==> src/rtl/mdio_pkg.sv <==
// rtl/mdio_pkg.sv - shared MDIO frame encodings, field widths and FSM states
package mdio_pkg;

  typedef enum logic [2:0] {
    S_IDLE,
    S_ST,
    S_OP,
    S_PHYAD,
    S_REGAD,
    S_TA,
    S_WDATA,
    S_RDATA
  } mdio_state_t;

  localparam logic [1:0] OP_WRITE   = 2'b01;
  localparam logic [1:0] OP_READ    = 2'b10;
  localparam logic [1:0] ST_PATTERN = 2'b01;

  localparam int ST_W    = 2;
  localparam int OP_W    = 2;
  localparam int PHYAD_W = 5;
  localparam int REGAD_W = 5;
  localparam int TA_W    = 2;
  localparam int DATA_W  = 16;

  function automatic logic op_valid(input logic [1:0] op);
    return (op == OP_WRITE) || (op == OP_READ);
  endfunction

endpackage

==> src/rtl/mdio_responder_if.sv <==
// rtl/mdio_responder_if.sv - MDIO line and register-port bundle between initiator and responder
interface mdio_responder_if;
  import mdio_pkg::*;

  logic                 mdc;
  logic                 mdio_out;
  logic                 mdio_oe;
  logic                 mdio_in;
  logic                 resp_oe;
  logic [REGAD_W-1:0]   reg_addr;
  logic [DATA_W-1:0]    wr_data;
  logic                 wr_stb;
  logic                 rd_stb;
  logic [DATA_W-1:0]    rd_data;
  logic                 frame_err;

  modport master (
    output mdc, mdio_out, mdio_oe, rd_data,
    input  mdio_in, resp_oe, reg_addr, wr_data, wr_stb, rd_stb, frame_err
  );

  modport slave (
    input  mdc, mdio_out, mdio_oe, rd_data,
    output mdio_in, resp_oe, reg_addr, wr_data, wr_stb, rd_stb, frame_err
  );

endinterface

==> src/rtl/mdio_edge_det.sv <==
// rtl/mdio_edge_det.sv - registers mdc and produces one-clk rise/fall pulses
module mdio_edge_det (
  input  logic clk,
  input  logic reset,
  input  logic mdc,
  output logic rise,
  output logic fall
);

  logic mdc_d;

  always_ff @(posedge clk) begin
    if (reset) begin
      mdc_d <= 1'b0;
    end else begin
      mdc_d <= mdc;
    end
  end

  assign rise = mdc & ~mdc_d;
  assign fall = ~mdc & mdc_d;

endmodule

==> src/rtl/mdio_responder.sv <==
// rtl/mdio_responder.sv - MDIO frame responder; define MDIO_PHYAD_CHECK_EN to answer only PHY_ADDR
module mdio_responder
  import mdio_pkg::*;
#(
  parameter logic [4:0] PHY_ADDR = 5'h15
) (
  input logic            clk,
  input logic            reset,
  mdio_responder_if.slave bus
);

  logic              rise;
  logic              fall;
  logic              sample;
  logic              phy_ok;
  mdio_state_t       state;
  logic [4:0]        cnt;
  logic [4:0]        fld;
  logic [4:0]        fld_next;
  logic [15:0]       shreg;
  logic [15:0]       shreg_next;
  logic              op_rd;
  logic              rd_pend;
  logic              mdio_in_r;
  logic              resp_oe_r;
  logic              wr_stb_r;
  logic              rd_stb_r;
  logic              frame_err_r;
  logic [4:0]        reg_addr_r;
  logic [15:0]       wr_data_r;

  mdio_edge_det u_edge_det (
    .clk   (clk),
    .reset (reset),
    .mdc   (bus.mdc),
    .rise  (rise),
    .fall  (fall)
  );

  assign sample     = rise & bus.mdio_oe;
  assign fld_next   = {fld[3:0], bus.mdio_out};
  assign shreg_next = {shreg[14:0], bus.mdio_out};

`ifdef MDIO_PHYAD_CHECK_EN
  assign phy_ok = (fld_next == PHY_ADDR);
`else
  // PHYAD is still shifted in, but every address is accepted
  assign phy_ok = (fld_next == PHY_ADDR) | 1'b1;
`endif

  always_ff @(posedge clk) begin
    if (reset) begin
      state       <= S_IDLE;
      cnt         <= '0;
      fld         <= '0;
      shreg       <= '0;
      op_rd       <= 1'b0;
      rd_pend     <= 1'b0;
      mdio_in_r   <= 1'b0;
      resp_oe_r   <= 1'b0;
      wr_stb_r    <= 1'b0;
      rd_stb_r    <= 1'b0;
      frame_err_r <= 1'b0;
      reg_addr_r  <= '0;
      wr_data_r   <= '0;
    end else begin
      wr_stb_r    <= 1'b0;
      frame_err_r <= 1'b0;
      rd_stb_r    <= rd_pend;
      rd_pend     <= 1'b0;
      // Register file answers one clk after rd_stb; capture it here
      if (rd_stb_r) shreg <= bus.rd_data;

      if (!bus.mdio_oe && (state inside {S_ST, S_OP, S_PHYAD, S_REGAD, S_WDATA})) begin
        frame_err_r <= 1'b1;
        state       <= S_IDLE;
        cnt         <= '0;
      end else begin
        case (state)
          S_IDLE: begin
            if (sample && bus.mdio_out == ST_PATTERN[1]) state <= S_ST;
          end
          S_ST: begin
            if (sample && bus.mdio_out == ST_PATTERN[0]) begin
              state <= S_OP;
              cnt   <= '0;
            end
          end
          S_OP: begin
            if (sample) begin
              fld <= fld_next;
              if (cnt == 5'(OP_W - 1)) begin
                cnt <= '0;
                if (op_valid(fld_next[1:0])) begin
                  op_rd <= (fld_next[1:0] == OP_READ);
                  state <= S_PHYAD;
                end else begin
                  frame_err_r <= 1'b1;
                  state       <= S_IDLE;
                end
              end else begin
                cnt <= cnt + 5'd1;
              end
            end
          end
          S_PHYAD: begin
            if (sample) begin
              fld <= fld_next;
              if (cnt == 5'(PHYAD_W - 1)) begin
                cnt   <= '0;
                state <= phy_ok ? S_REGAD : S_IDLE;
              end else begin
                cnt <= cnt + 5'd1;
              end
            end
          end
          S_REGAD: begin
            if (sample) begin
              fld <= fld_next;
              if (cnt == 5'(REGAD_W - 1)) begin
                cnt        <= '0;
                reg_addr_r <= fld_next;
                rd_pend    <= op_rd;
                state      <= S_TA;
              end else begin
                cnt <= cnt + 5'd1;
              end
            end
          end
          S_TA: begin
            // Read turnaround is paced by falls since the responder owns the line
            if (op_rd) begin
              if (fall) begin
                resp_oe_r <= 1'b1;
                mdio_in_r <= 1'b0;
                if (cnt == 5'(TA_W - 1)) begin
                  cnt   <= '0;
                  state <= S_RDATA;
                end else begin
                  cnt <= cnt + 5'd1;
                end
              end
            end else if (rise) begin
              if (cnt == 5'(TA_W - 1)) begin
                cnt   <= '0;
                state <= S_WDATA;
              end else begin
                cnt <= cnt + 5'd1;
              end
            end
          end
          S_WDATA: begin
            if (sample) begin
              shreg <= shreg_next;
              if (cnt == 5'(DATA_W - 1)) begin
                cnt       <= '0;
                wr_data_r <= shreg_next;
                wr_stb_r  <= 1'b1;
                state     <= S_IDLE;
              end else begin
                cnt <= cnt + 5'd1;
              end
            end
          end
          S_RDATA: begin
            if (fall) begin
              if (cnt == 5'(DATA_W)) begin
                resp_oe_r <= 1'b0;
                mdio_in_r <= 1'b0;
                cnt       <= '0;
                state     <= S_IDLE;
              end else begin
                mdio_in_r <= shreg[15];
                shreg     <= {shreg[14:0], 1'b0};
                cnt       <= cnt + 5'd1;
              end
            end
          end
          default: state <= S_IDLE;
        endcase
      end
    end
  end

  assign bus.mdio_in   = mdio_in_r;
  assign bus.resp_oe   = resp_oe_r;
  assign bus.wr_stb    = wr_stb_r;
  assign bus.rd_stb    = rd_stb_r;
  assign bus.frame_err = frame_err_r;
  assign bus.reg_addr  = reg_addr_r;
  assign bus.wr_data   = wr_data_r;

endmodule

==> src/flat_wrapper.sv <==
// flat-port wrapper written by rule: the top's interface ports become plain ports
module mdio_responder_flat import mdio_pkg::*;
#(
  parameter logic [4:0] PHY_ADDR = 5'h15
)
  (clk, reset, bus_mdc, bus_mdio_out, bus_mdio_oe, bus_rd_data, bus_mdio_in, bus_resp_oe, bus_reg_addr, bus_wr_data, bus_wr_stb, bus_rd_stb, bus_frame_err);
  mdio_responder_if bus_i ();
  input logic clk;
  input logic reset;
  input wire logic [$bits(bus_i.mdc)-1:0] bus_mdc;
  input wire logic [$bits(bus_i.mdio_out)-1:0] bus_mdio_out;
  input wire logic [$bits(bus_i.mdio_oe)-1:0] bus_mdio_oe;
  input wire logic [$bits(bus_i.rd_data)-1:0] bus_rd_data;
  output wire logic [$bits(bus_i.mdio_in)-1:0] bus_mdio_in;
  output wire logic [$bits(bus_i.resp_oe)-1:0] bus_resp_oe;
  output wire logic [$bits(bus_i.reg_addr)-1:0] bus_reg_addr;
  output wire logic [$bits(bus_i.wr_data)-1:0] bus_wr_data;
  output wire logic [$bits(bus_i.wr_stb)-1:0] bus_wr_stb;
  output wire logic [$bits(bus_i.rd_stb)-1:0] bus_rd_stb;
  output wire logic [$bits(bus_i.frame_err)-1:0] bus_frame_err;
  assign bus_i.mdc = bus_mdc;
  assign bus_i.mdio_out = bus_mdio_out;
  assign bus_i.mdio_oe = bus_mdio_oe;
  assign bus_i.rd_data = bus_rd_data;
  assign bus_mdio_in = bus_i.mdio_in;
  assign bus_resp_oe = bus_i.resp_oe;
  assign bus_reg_addr = bus_i.reg_addr;
  assign bus_wr_data = bus_i.wr_data;
  assign bus_wr_stb = bus_i.wr_stb;
  assign bus_rd_stb = bus_i.rd_stb;
  assign bus_frame_err = bus_i.frame_err;
  mdio_responder #(.PHY_ADDR(PHY_ADDR)) u_core (.clk(clk), .reset(reset), .bus(bus_i));
endmodule
==> config.mk <==
export PLATFORM = sky130hd
export DESIGN_NAME = mdio_responder_flat
export DESIGN_NICKNAME = d
export VERILOG_FILES = /design/src/rtl/mdio_pkg.sv /design/src/rtl/mdio_responder_if.sv /design/src/rtl/mdio_edge_det.sv /design/src/rtl/mdio_responder.sv /design/src/flat_wrapper.sv
export SDC_FILE = /design/constraint.sdc
export NUM_CORES = 1
export LEC_CHECK = 0
export CAP_MARGIN = 0
export CELL_PAD_IN_SITES_DETAIL_PLACEMENT = 1
export CELL_PAD_IN_SITES_GLOBAL_PLACEMENT = 1
export CORE_MARGIN = 10
export CORE_UTILIZATION = 35
export DETAILED_ROUTE_END_ITERATION = 7
export GPL_TIMING_DRIVEN = 1
export PLACE_DENSITY = 0.82
export SLEW_MARGIN = 20
export SYNTH_ARGS = -nofsm -noshare
export SYNTH_HDL_FRONTEND = slang
export SYNTH_HIERARCHICAL = 1
export SYNTH_SLANG_ARGS = --single-unit
==> constraint.sdc <==
create_clock -name clk -period 2.1 [get_ports clk]
set_input_delay 0.42 -clock clk [delete_from_list [all_inputs] [get_ports clk]]
set_output_delay 0.42 -clock clk [all_outputs]
set_load 0.05 [all_outputs]
== Yosys cells after proc, flatten, opt, wreduce, memory -nomap -nowiden ==
Index checks and enable logic that the tools add are counted.

* Register bits after elaboration: 57
* Input bits: 21
* Output and inout bits: 26
* Logic and storage cells: 133

* Add/subtract/negate cells: 1
* Equal/unequal tests: 31
* Muxes and demuxes: 54
* Bitwise logic cells: 11
* Reductions and logical operators: 22

{| class="wikitable"
|+ Operators by type and width
! operator !! count
|-
| 16-bit two-way mux || 5
|-
| 5-bit two-way mux || 12
|-
| 3-bit two-way mux || 17
|-
| 16-bit one-hot mux with 2 select lines || 1
|-
| 5-bit one-hot mux with 6 select lines || 1
|-
| 3-bit one-hot mux with 8 select lines || 1
|-
| 2-bit by 1-bit != test with 1-bit output, second input constant || 11
|-
| 15-bit AND reduction || 1
|-
| 1-bit two-way mux || 14
|-
| 3-bit == test, second input constant || 4
|-
| 2-bit != test, second input constant || 5
|-
| 5-bit AND reduction || 2
|-
| 1-bit inverter || 8
|-
| 4-bit AND reduction || 2
|-
| 8-bit AND reduction || 1
|-
| 3-bit by 2-bit == test with 1-bit output, second input constant || 2
|-
| 6-bit AND reduction || 1
|-
| 6-bit nonzero test || 1
|-
| 5-bit by 1-bit adder with 5-bit output, second input constant || 1
|-
| 5-bit by 1-bit == test with 1-bit output, second input constant || 1
|-
| 5-bit by 3-bit == test with 1-bit output, second input constant || 1
|-
| 5-bit by 4-bit == test with 1-bit output, second input constant || 1
|-
| 5-bit == test, second input constant || 1
|-
| 5-bit nonzero test || 1
|-
| 18 further kinds || 24
|}

== Logic depth before layout (Yosys ltp) ==
* Depth in word-level cells: 7
* Gate-level depth with buffers: 9
* Mapped depth without buffers: 9

== Cells and area by module ==
Netlist, hierarchy kept.

{| class="wikitable"
|+ Modules (own cells, without submodules)
! module !! instances !! cells an instance !! area an instance (µm²) !! sequential area each (µm²)
|-
| mdio_responder || 1 || 308 || 2643.8 || 1121.1
|-
| mdio_edge_det || 1 || 4 || 38.8 || 20.0
|}

== Worst setup path before layout ==
OpenSTA, ideal clock, no wires.

* Path type: reg2reg
* Start point: reg u_core.cnt[0]
* End point: reg u_core.state[2]
* Library setup time: 88 ps
* Arrival time: 1904 ps
* Required time: 2012 ps
* Slack: 108 ps
* Stages on the path, launching flop included: 7
* Buffers on the path: 0
* Period minus slack after synthesis: 1992 ps
* Cells stage by stage: dfxtp_1 > ha_1 > or3b_4 > a2111oi_4 > a2111oi_2 > or2_4 > o32ai_2

* Longest elaborated chain between the ends: 3
* Elaborated cells on any way between the ends: 11
* Classes of those cells: eq/ne (10); reduce/logical (1)

{| class="wikitable"
|+ Ends and longest elaborated chain
! what !! line !! RTL
|-
| start: declaration || mdio_responder.sv:17 || <nowiki>logic [4:0] cnt;</nowiki>
|-
| start signal: assignment || mdio_responder.sv:102 || <nowiki>cnt <= cnt + 5'd1;</nowiki>
|-
| start signal: assignment || mdio_responder.sv:113 || <nowiki>cnt <= cnt + 5'd1;</nowiki>
|-
| start signal: assignment || mdio_responder.sv:126 || <nowiki>cnt <= cnt + 5'd1;</nowiki>
|-
| 5-bit by 1-bit == test with 1-bit output, or another cell as far along || mdio_responder.sv:92, mdio_responder.sv:136, mdio_responder.sv:144 ||
|-
| 2-bit != test (no line) / 2-bit by 1-bit != test with 1-bit output (equally long branches) || n/a ||
|-
| 15-bit AND reduction (no line) * || n/a ||
|-
| end signal: assignment || mdio_responder.sv:111 || <nowiki>state <= phy_ok ? S_REGAD : S_IDLE;</nowiki>
|-
| end: declaration || mdio_responder.sv:16 || <nowiki>mdio_state_t state;</nowiki>
|}

Mark *: on every way between the ends. The rest lies on a longest branch, timed or not.
A chain may end at the register's enable or synchronous reset.

== Worst setup path after layout ==
* Start point: in bus_mdc
* End point: reg u_core.state[1]

* Longest elaborated chain between the ends: 5
* Elaborated cells on any way between the ends: 16
* Classes of those cells: eq/ne (9); bitwise (4); reduce/logical (3)

{| class="wikitable"
|+ Ends and longest elaborated chain
! what !! line !! RTL
|-
| start: declaration || flat_wrapper.sv:10 || <nowiki>input wire logic [$bits(bus_i.mdc)-1:0] bus_mdc;</nowiki>
|-
| 1-bit bitwise AND * || mdio_edge_det.sv:20 || <nowiki>assign rise = mdc & ~mdc_d;</nowiki>
|-
| net u_core.rise || mdio_responder.sv:12 || <nowiki>logic rise;</nowiki>
|-
| 1-bit bitwise AND || mdio_responder.sv:40 || <nowiki>assign sample = rise & bus.mdio_oe;</nowiki>
|-
| 1-bit logical AND (on tied branches) || mdio_responder.sv:81, mdio_responder.sv:84 ||
|-
| 2-bit by 1-bit != test with 1-bit output (no line) / 2-bit != test (equally long branches) || n/a ||
|-
| 15-bit AND reduction (no line) * || n/a ||
|}

Mark *: on every way through the listed nets, which the timed path passes. The rest lies on a longest branch.

==> out/metrics.yaml <==
worst_setup_path:
  slowest_stage: "clkdlybuf4s50_1"
  crit_path_end_kind: "register"
  path_max_fanout: 5
  crit_path_start_kind: "input port"
  required_ns: 2.32
  path_cells: "clkdlybuf4s50_1, nor2b_4, nand2_1, or3_1, a31o_1, o311ai_4, o41ai_4"
  crit_family: "compound AO/OA/AOI/OAI gates"
  arrival_ns: 2.34
  critPathKind: "in2reg"
  cp_slowest_stage_delay_ns: 0.50
  path_buf_inv: 1
cells_and_area:
  antenna_cells: 0
  utilization_pct: 52.0
  drive_gt1_share_pct: 20.5
  stdcell_area_um2: 3830
  fill_cells: 860
  syn_to_final_growth_pct: 42.8
  layout.nets: 409
placement:
  dp_hpwl_um: 6040
  portBuffers: 46
  place_area_um2: 3490
  place.gp.congestion: 0.836
global_route:
  antenna_found_initial: 0
  grt_max_degree: 50
  grt_first_pass_wirelength_um: 14100
  first_global_vias: 2712
  grtUsageTotal_pct: 15.3
  overflow: 0
drt:
  dr.pass1.iters: 4
  initialDrtViolationCount: 145
  routed_via_density: 5.27
  totalWireLength_um: 9010
  vias: 2554
  route.detailed.drc: 0
  wl_per_cell_um: 18.6
  ant_nets: 0
clocking:
  h-tree-depth: 3
  hold_buffers: 0
  clockRootBuffer: "clkbuf_8"
  clkLatencyLatePin_ns: 0.35
  clk_transition_reported_paths_ns: 0.07
  clock_path_buffers: 2
  numCtsBuffers: 9
  cts_tree: "yes"
  cts_sinks: 57
logic_synthesis:
  ys_seq_area_share_pct: 42.5
  synth_edf_count: 0
  ys_ff_latch: 57
  synthCells: 312
  synth.area.top_cells: "dfxtp_1, mux2i_1, nand2_1, a211oi_1, nor2_1"
  ys_types: 51
  synth.avg_cell_area_um2: 8.60
  synth_flop_cell: "dfxtp_1"
  yosysWarnings: 6
  postSynth.asyncResetShare_pct: 0
  yosys.area.top_type_share_pct: 42.5
  synth_nets: 339
  netlist_area_um2: 2680
  yosysTopAreaCell: "dfxtp_1"
floorplan:
  start_util_pct: 36.4
  die_x_um: 108
  core_um2: 7370
  fp-row-count: 31
  fp.dieArea_um2: 11600
  chipHeight_um: 108
  boundaryPins: 47
timing:
  max-slew-margin-rel_pct: 61.9
  finalSetupViolCount: 1
  fmax_mhz: 471
  final.setup.worst_slack_ns: -0.0229
  hold_viol_final: 0
  rsz0062_at_grt: "yes"
  clock_skew_ns: 0.0110
  period_share_pct: 101
  tightestPinTransition_ns: 0.571
  slew_viol_final: 0
  min_period_ns: 2.12
pwr:
  max-vdd-ir-drop_mv: 0.383
  cellPowerDensity_nw_per_um2: 632
  power.leakage_nw: 1.42
status:
  violations: "negative setup slack"
  status: "finished, violations left"
hold_path:
  holdCritPathClass: "reg2reg"
job:
  cap_viol_max_count: 0
[state kept, by name, summed over array words and instances, names as in the netlist]
signal                   count
u_core/bus.frame_err         1
u_core/bus.mdio_in           1
u_core/bus.rd_stb            1
u_core/bus.reg_addr          5
u_core/bus.resp_oe           1
u_core/bus.wr_data          16
u_core/bus.wr_stb            1
u_core/cnt                   5
u_core/fld                   4
u_core/op_rd                 1
u_core/rd_pend               1
u_core/shreg                16
u_core/state                 3
u_core/u_edge_det/mdc_d      1
[metrics by stage]
step | TNS (ns) | std cells | setup slack (ns) | total power, W | hold WS (ns)
after global placement | -8.82 | 468 | -0.332 | 0.00126 | 0.442
final | -0.0229 | 485 | -0.0229 | 0.00242 | 0.453
after CTS | 0 | 483 | 0.00644 | 0.00243 | 0.459
after detailed placement | -13.80 | 468 | -0.544 | 0.00126 | 0.450
after floorplan | 0 | 312 | 0.108 | 0.00118 | 0.414
after global routing | -0.155 | 485 | -0.0696 | 0.00251 | 0.477
[synthesized netlist by cell type (5+ instances only)]
master and number:
inv_1 5, nor2_1 35, a211oi_1 19, a21oi_1 20
dfxtp_1 57, ha_1 6, nand3b_1 5, mux2i_1 26
clkbuf_1 16, nand2_1 51, nand3_1 10, o21ai_0 6
[layout by cell type (no fill, tap or decap), drive strengths merged, types with 3 or more instances in the layout]
| cell | n |
|---|---|
| dfxtp | 57 |
| nand2 | 51 |
| clkdlybuf4s50 | 45 |
| buf | 38 |
| nor2 | 35 |
| mux2i | 26 |
| a21oi | 20 |
| a211oi | 19 |
| clkbuf | 10 |
| nand3 | 10 |
| o21ai | 7 |
| inv | 7 |
| ha | 6 |
| nand3b | 5 |
| and2 | 4 |
| nor2b | 4 |
| nor3 | 3 |
| a2111oi | 3 |
[layer usage]
layer | up-vias | wire (um) | share of wire [%] | GRT usage [%]
met4 | 0 | 131 | 1.5 | 5.06
met1 | 1258 | 3940 | 44 | 17.9
met3 | 9 | 474 | 5.3 | 5.45
li1 | 1230 | - | - | -
met2 | 57 | 4470 | 50 | 25.2
met5 | - | 0 | 0 | 0
[final timing paths]
check | start | to | slack [ns] | cells past startpoint
hold reg to reg | u_core/bus.wr_data[0] | u_core/bus.wr_data[0] | 0.45 | 2
setup / recovery | bus_mdc | u_core/state[1] | -0.02 | 7
setup reg to reg | u_core/cnt[1] | u_core/state[1] | 0.03 | 7
hold / removal | u_core/bus.wr_data[0] | u_core/bus.wr_data[0] | 0.45 | 2
[power by group]
part | switching [W] | internal, W
logic | 0.0000810 | 0.0000811
clock network | 0.000476 | 0.000694
registers | 0.00000656 | 0.00108
total | 0.000564 | 0.00186
[kinds of logic (layout without fill, tap and decap cells)]
| kind of cell | Yosys count | in the layout | share of synthesized area (%) |
|---|---|---|---|
| fa+ha+maj | 6 | 6 | 2.80 |
| simple gates | 127 | 127 | 22.4 |
| buf+inv | 30 | 104 | 4.57 |
| mux | 27 | 27 | 10.1 |
| xor+xnor | 1 | 1 | 0.327 |
| compound gates | 64 | 64 | 17.3 |
| flops | 57 | 57 | 42.5 |
[worst reg2reg max path, delay by kind of cell (launching register included)]
family	cells	cell delay [ns]
and+or+nand+nor	2	0.69
DFF	1	0.36
buffers and inverters	1	0.06
AOI/OAI and AO/OA	3	0.75
adders and majority gates	1	0.12
[final cells by class]
class / instances / area [um2] / area share (%)
Clock buffer: 10 / 138 / 3.59
Clock inverter: 5 / 78.8 / 2.06
Inverter: 6 / 25.0 / 0.653
Multi-Input combinational cell: 225 / 1520 / 39.6
Sequential cell: 57 / 1150 / 30.0
Tap cell: 99 / 124 / 3.23
Timing Repair Buffer: 83 / 798 / 20.8
[repair_timing]
item,CTS,global route
setup buffers,0,2
pin swaps,1,7
setup endpoints to repair,14,27
resized for setup,4,20
Note: power is estimated with default switching activity, not from simulation.
